File: src/rtl/vid_timing_gen.sv
// Video timing generator: free-running x/y counters with registered sync/blank/request decode.
// Stage-0 outputs lag the counter by one enabled cycle; hs/vs/blank lag by a further PIPE_DELAY.
module vid_timing_gen #(
  parameter int COORD_W      = 13,
  parameter int H_TOTAL      = 800,
  parameter int H_ACT_START  = 160,
  parameter int H_SYNC_START = 2,
  parameter int H_SYNC_END   = 97,
  parameter int V_TOTAL      = 525,
  parameter int V_ACT_START  = 45,
  parameter int V_SYNC_START = 13,
  parameter int V_SYNC_END   = 14,
  parameter int COL_OFS      = 4,
  parameter int ROW_OFS      = 2,
  parameter int PIPE_DELAY   = 0,
  parameter int HS_POL       = 0,
  parameter int VS_POL       = 0
) (
  input  logic               clk,
  input  logic               rst,
  input  logic               en_i,
  input  logic               resync_i,
  output logic [COORD_W-1:0] x_count,
  output logic [COORD_W-1:0] y_count,
  output logic [COORD_W-1:0] col,
  output logic [COORD_W-1:0] row,
  output logic               req_o,
  output logic               line_start_o,
  output logic               frame_start_o,
  output logic               hs_o,
  output logic               vs_o,
  output logic               blank_no
);

  localparam logic [COORD_W-1:0] LP_H_LAST  = COORD_W'(H_TOTAL - 1);
  localparam logic [COORD_W-1:0] LP_V_LAST  = COORD_W'(V_TOTAL - 1);
  localparam logic [COORD_W-1:0] LP_H_ACT   = COORD_W'(H_ACT_START);
  localparam logic [COORD_W-1:0] LP_V_ACT   = COORD_W'(V_ACT_START);
  localparam logic [COORD_W-1:0] LP_HS_BEG  = COORD_W'(H_SYNC_START);
  localparam logic [COORD_W-1:0] LP_HS_END  = COORD_W'(H_SYNC_END);
  localparam logic [COORD_W-1:0] LP_VS_BEG  = COORD_W'(V_SYNC_START);
  localparam logic [COORD_W-1:0] LP_VS_END  = COORD_W'(V_SYNC_END);
  localparam logic [COORD_W-1:0] LP_COL_SUB = COORD_W'(H_ACT_START + COL_OFS);
  localparam logic [COORD_W-1:0] LP_ROW_SUB = COORD_W'(V_ACT_START + ROW_OFS);
  localparam logic               LP_HS_INV  = (HS_POL == 0);
  localparam logic               LP_VS_INV  = (VS_POL == 0);

  generate
    if (H_SYNC_END >= H_ACT_START || V_SYNC_END >= V_ACT_START || PIPE_DELAY > 15 || PIPE_DELAY < 0) begin : g_param_err
      $error("vid_timing_gen: illegal timing parameters");
    end
  endgenerate

  logic [COORD_W-1:0] r_x, r_y;

  always_ff @(posedge clk or posedge rst) begin
    if (rst) begin
      r_x <= '0;
      r_y <= '0;
    end else if (resync_i) begin
      r_x <= '0;
      r_y <= '0;
    end else if (en_i) begin
      if (r_x == LP_H_LAST) begin
        r_x <= '0;
        r_y <= (r_y == LP_V_LAST) ? '0 : r_y + COORD_W'(1);
      end else begin
        r_x <= r_x + COORD_W'(1);
      end
    end
  end

  logic w_hs_act, w_vs_act, w_blank_act, w_req;
  assign w_hs_act    = (r_x >= LP_HS_BEG) && (r_x <= LP_HS_END);
  assign w_vs_act    = (r_y >= LP_VS_BEG) && (r_y <= LP_VS_END);
  assign w_blank_act = (r_x < LP_H_ACT) || (r_y < LP_V_ACT);
  assign w_req       = (r_x > LP_H_ACT) && (r_y > LP_V_ACT);

  logic [COORD_W-1:0] r_col, r_row;
  logic               r_req, r_ls, r_fs, r_hs0, r_vs0, r_blank0;

  // Stage 0 samples the pre-edge counter, so a resync edge still records the old position.
  always_ff @(posedge clk or posedge rst) begin
    if (rst) begin
      r_col    <= '0;
      r_row    <= '0;
      r_req    <= 1'b0;
      r_ls     <= 1'b0;
      r_fs     <= 1'b0;
      r_hs0    <= 1'b0;
      r_vs0    <= 1'b0;
      r_blank0 <= 1'b1;
    end else if (en_i) begin
      r_col    <= r_x - LP_COL_SUB;
      r_row    <= r_y - LP_ROW_SUB;
      r_req    <= w_req;
      r_ls     <= (r_x == '0);
      r_fs     <= (r_x == '0) && (r_y == '0);
      r_hs0    <= w_hs_act;
      r_vs0    <= w_vs_act;
      r_blank0 <= w_blank_act;
    end
  end

  logic [2:0] w_dly_out;  // {hs_act, vs_act, blank_act}

  generate
    if (PIPE_DELAY == 0) begin : g_no_dly
      assign w_dly_out = {r_hs0, r_vs0, r_blank0};
    end else begin : g_dly
      logic [2:0] r_dly [PIPE_DELAY];
      always_ff @(posedge clk or posedge rst) begin
        if (rst) begin
          for (int i = 0; i < PIPE_DELAY; i++) r_dly[i] <= 3'b001;
        end else if (en_i) begin
          r_dly[0] <= {r_hs0, r_vs0, r_blank0};
          for (int i = 1; i < PIPE_DELAY; i++) r_dly[i] <= r_dly[i-1];
        end
      end
      assign w_dly_out = r_dly[PIPE_DELAY-1];
    end
  endgenerate

  assign x_count       = r_x;
  assign y_count       = r_y;
  assign col           = r_col;
  assign row           = r_row;
  assign req_o         = r_req;
  assign line_start_o  = r_ls;
  assign frame_start_o = r_fs;
  assign hs_o          = w_dly_out[2] ^ LP_HS_INV;
  assign vs_o          = w_dly_out[1] ^ LP_VS_INV;
  assign blank_no      = ~w_dly_out[0];

endmodule

File: config.mk
export PLATFORM = sky130hd
export DESIGN_NAME = vid_timing_gen
export DESIGN_NICKNAME = d
export VERILOG_FILES = /design/src/rtl/vid_timing_gen.sv
export SDC_FILE = /design/constraint.sdc
export NUM_CORES = 1
export LEC_CHECK = 0
export CAP_MARGIN = 30
export CORE_MARGIN = 1.5
export CORE_UTILIZATION = 48
export CTS_CLUSTER_DIAMETER = 120
export DETAILED_ROUTE_END_ITERATION = 16
export GPL_TIMING_DRIVEN = 0
export PLACE_DENSITY = 0.85
export SLEW_MARGIN = 20
export SYNTH_ARGS = -nofsm -noshare
export SYNTH_HDL_FRONTEND = slang
export SYNTH_SLANG_ARGS = --single-unit
export TNS_END_PERCENT = 5
File: constraint.sdc
create_clock -name clk -period 3.3 [get_ports clk]
set_input_delay 0.495 -clock clk [delete_from_list [all_inputs] [get_ports clk]]
set_output_delay 0.495 -clock clk [all_outputs]
set_load 0.1 [all_outputs]
==> summary.md, run 1 <==
| Metric | Value |
|---|---|
| Initial antenna violation count | `0` |
| Synth Instances | `343` |
| First-pass GRT wire length | `13300 um` |
| Hold WC Path Type | `register to register` |
| Initial Util | `50.2%` |
| FF-to-FF Start | `y_count[0]` |
| Flop-to-flop setup slack | `1050 ps` |
| GRT overflow | `0` |
| Drt drc | `0` |
| Antenna Diode Count | `0` |
| Fmax | `382 MHz` |
| Final setup vio count | `0` |
| Layout net count | `429` |
| # resized after CTS | `0` |
| Top post-synthesis cells by area | `dfrtp_1, xnor2_1, nor2_1` |
| Yosys reg bits | `58` |
| Post-synth cell types | `48` |
| Final hold violations | `0` |
| Post-layout min period | `2620 ps` |
| Clock sinks | `58` |
| Reg clk slew, reported paths | `60 ps` |
| RSZ-0062 raised after global routing | `false` |
| Die W | `around 85 um` |
| Placement Cell Area | `0.00392 mm^2` |
| Power Density | `453 mW/mm^2` |
| Largest net degree at the start of global routing | `59` |
| Syn nets | `357` |
| Mean Syn Cell Area | `9.35 um^2` |
| Root buf cell | `clkbuf_8` |
| Worst Hold Path EP | `row[5]` |
| Final antenna-violating net count | `0` |
| Synth Warn # | `0` |
| Cell Area, Synth | `approximately 0.0032 mm^2` |
| Global Route Usage Sum | `a little under a quarter` |
| HPWL after DPL | `5630 um` |
| Worst path cell trace | `clkdlybuf4s50_1` |
| Top-area cell type share of the netlist area | `44.5%` |
| IO buf count | `61` |
| Setup crit start kind | `register` |
| Routed len/inst | `16.2 um` |
| CTS tree | `done` |
| Top delay family on crit path | `buffers and inverters` |
| Worst Clk Skew | `a little under 8 ps` |
| Setup Buffers After CTS | `0` |
| Worst path bufs/invs | `1` |
| CTS buffer count | `9` |
| Reg2reg path depth | `7` |
| CP Data Arrival Time | `2120 ps` |
| Die area | `0.00718 mm^2` |
| WS Path Type | `register to output pin` |
| Worst Setup End Kind | `output pin` |
| Non-Filler Instances | `between 400 and 500` |
| Number of global-route vias before repair | `approximately 2.7k` |
| Area Overhead vs Synth | `28.5%` |
| Hold Crit Depth | `2` |
| H-tree levels | `3` |
| # placed instances | `481` |
| Max Transition Viols Final | `0` |
| Max-cap viol count | `0` |
| Overall power | `1.86 mW` |
| Fin crit share | `between 70 and 80%` |
| Ports | `62` |
| CP Max Fanout | `11` |
| CP Data Required Time | `about 2800 ps` |
| Worst skew pair latency | `330 ps` |
| Main flop type after synthesis | `dfrtp_1` |
| Routed vias/inst | `around 5.9` |
| Core Area | `0.00639 mm^2` |
| First-pass DRT Iterations | `5` |
| Finished Cell Area | `0.00412 mm^2` |
| Total vias in the final route | `2913` |
| Initial DRC Count | `between 300 and 400` |
| Layout cells sized above 1 | `9.79%` |
| GPL Wtd Cong | `0.881` |
| Die Y | `84.7 um` |
| Hold_buf cts | `0` |
| Ys async rst share | `100%` |
| CP max stage cell | `clkdlybuf4s50_1` |
| Worst hold slack | `494 ps` |
| Clock Tree Buf Depth | `2` |
| Dominant cell type by area after synthesis | `dfrtp_1` |
| Row count | `29` |
| Post-synthesis sequential area ratio | `between 40% and 50%` |
| Slew @ Worst Pin | `1020 ps` |
| Worst path max stage delay | `1220 ps` |
| Setup TNS | `0 ps` |
| Max rail drop VDD | `0.000368 V` |
| Worst hold path startpoint | `row[5]` |
| Status | `completed` |
| Worst flop-to-flop path endpoint | `y_count[1]` |
| Post-Route WL | `between 8000 and 9000 um` |
| Number of flops mapped to enable cells by yosys | `0` |
| Relative slew slack | `31.7%` |
| Leak Pwr | `roughly 1.7 nW` |
## through the flow
step	setup slack, ps	util, %
3_3_place_gp	379	61.3
6_report	680	64.5
2_1_floorplan	791	-
4_1_cts	681	64.5
3_5_place_dp	630	61.3
5_1_grt	615	64.5
## how the worst max path moves through the flow
stage / from / endpoint / cells after the start / slack, ps
after floorplan: y_count[1] / y_count[12] / 8 / 790
after global placement: rst / col[2] / 2 / 380
after detailed placement: en_i / row[10] / 5 / 630
after CTS: y_count[0] / y_count[0] / 1 / 680
after global routing: y_count[0] / y_count[0] / 1 / 620
final: y_count[0] / y_count[0] / 1 / 680
## cells in the mapped netlist (2+ instances only)
cell,number
a21o_1,2
a21oi_1,23
a31oi_1,4
and3_1,3
and4_1,4
buf_2,7
buf_6,2
clkbuf_1,13
dfrtp_1,57
ha_1,10
inv_1,19
mux2_2,10
nand2_1,22
nand2b_1,5
nand3_1,9
nand4_1,4
nor2_1,40
nor2b_1,2
nor3_1,12
nor4_1,3
nor4b_1,2
o21a_1,3
o21ai_0,13
o21ai_1,11
o31ai_1,10
o41ai_1,2
or3_1,7
xnor2_1,18
xor2_1,7
## registers in the layout, summed over array words and instances, names as in the netlist
| name | flops |
|---|---|
| frame_start_o | 1 |
| r_hs0 | 1 |
| x_count | 13 |
| r_blank0 | 1 |
| line_start_o | 1 |
| col | 13 |
| r_vs0 | 1 |
| row | 13 |
| req_o | 1 |
| y_count | 13 |
## cell families (layout without fill, tap and decap cells)
kind of cell	count (synthesis)	in the layout	share of synthesized area [%]
buffers and inverters	42	118	5.66
AO/OA/AOI/OAI	78	78	16.0
multiplexers	10	10	3.51
flip-flops	58	58	45.3
adder cells (fa/ha/maj)	10	10	3.90
AND/OR/NAND/NOR	120	120	18.8
XOR/XNOR	25	25	6.83
## layout by cell type (no fill, tap or decap), types with 7 or more instances in the layout
master / count
clkdlybuf4s50_1: 61
dfrtp_1: 57
nor2_1: 40
a21oi_1: 23
nand2_1: 22
inv_1: 18
xnor2_1: 18
clkbuf_1: 14
o21ai_0: 13
nor3_1: 12
clkbuf_8: 12
o21ai_1: 11
o31ai_1: 10
mux2_2: 10
ha_1: 10
nand3_1: 9
buf_2: 7
or3_1: 7
xor2_1: 7
## where the power goes
part | switching (mW) | internal (mW) | total, mW
Sequential | 0.0272 | 0.741 | 0.768
Combinational | 0.322 | 0.0999 | 0.422
Clock | 0.269 | 0.406 | 0.675
Total | 0.618 | 1.25 | 1.86
## final cells by class
| cell class | instances | area, um^2 |
|---|---|---|
| fill | 493 | 2270 |
| multi-input combinational | 243 | 1570 |
| sequential | 58 | 1450 |
| timing repair buffer | 61 | 611 |
| clock buffer | 13 | 169 |
| buffer | 23 | 110 |
| tap | 77 | 96.3 |
| inverter | 19 | 73.8 |
| clock inverter | 2 | 35.0 |
## metal layers
layer	up-vias	track usage [%]	wire length, um
li1	1342	-	-
met1	1396	33.4	3510
met2	141	34.8	3750
met3	34	3.44	528
met4	0	10.9	263
met5	-	0	0
(Power assumes the default switching activity.)
==> run 2, diff against run 1 <==
==> constraint.sdc (replaced) <==
create_clock -name clk -period 2.7 [get_ports clk]
set_input_delay 0.405 -clock clk [delete_from_list [all_inputs] [get_ports clk]]
set_output_delay 0.405 -clock clk [all_outputs]
set_load 0.1 [all_outputs]
==> results of run 2 <==
Same layout as run 1 (identical final DEF). Status: completed.
Main changes from that run: setup slack after placement 630 ps -> 120 ps; setup slack after layout 680 ps -> 170 ps; register-to-register setup slack 1050 ps -> 450 ps; total power 1.86 mW -> 2.28 mW; worst IR drop on VDD 0.000368 V -> 0.000450 V
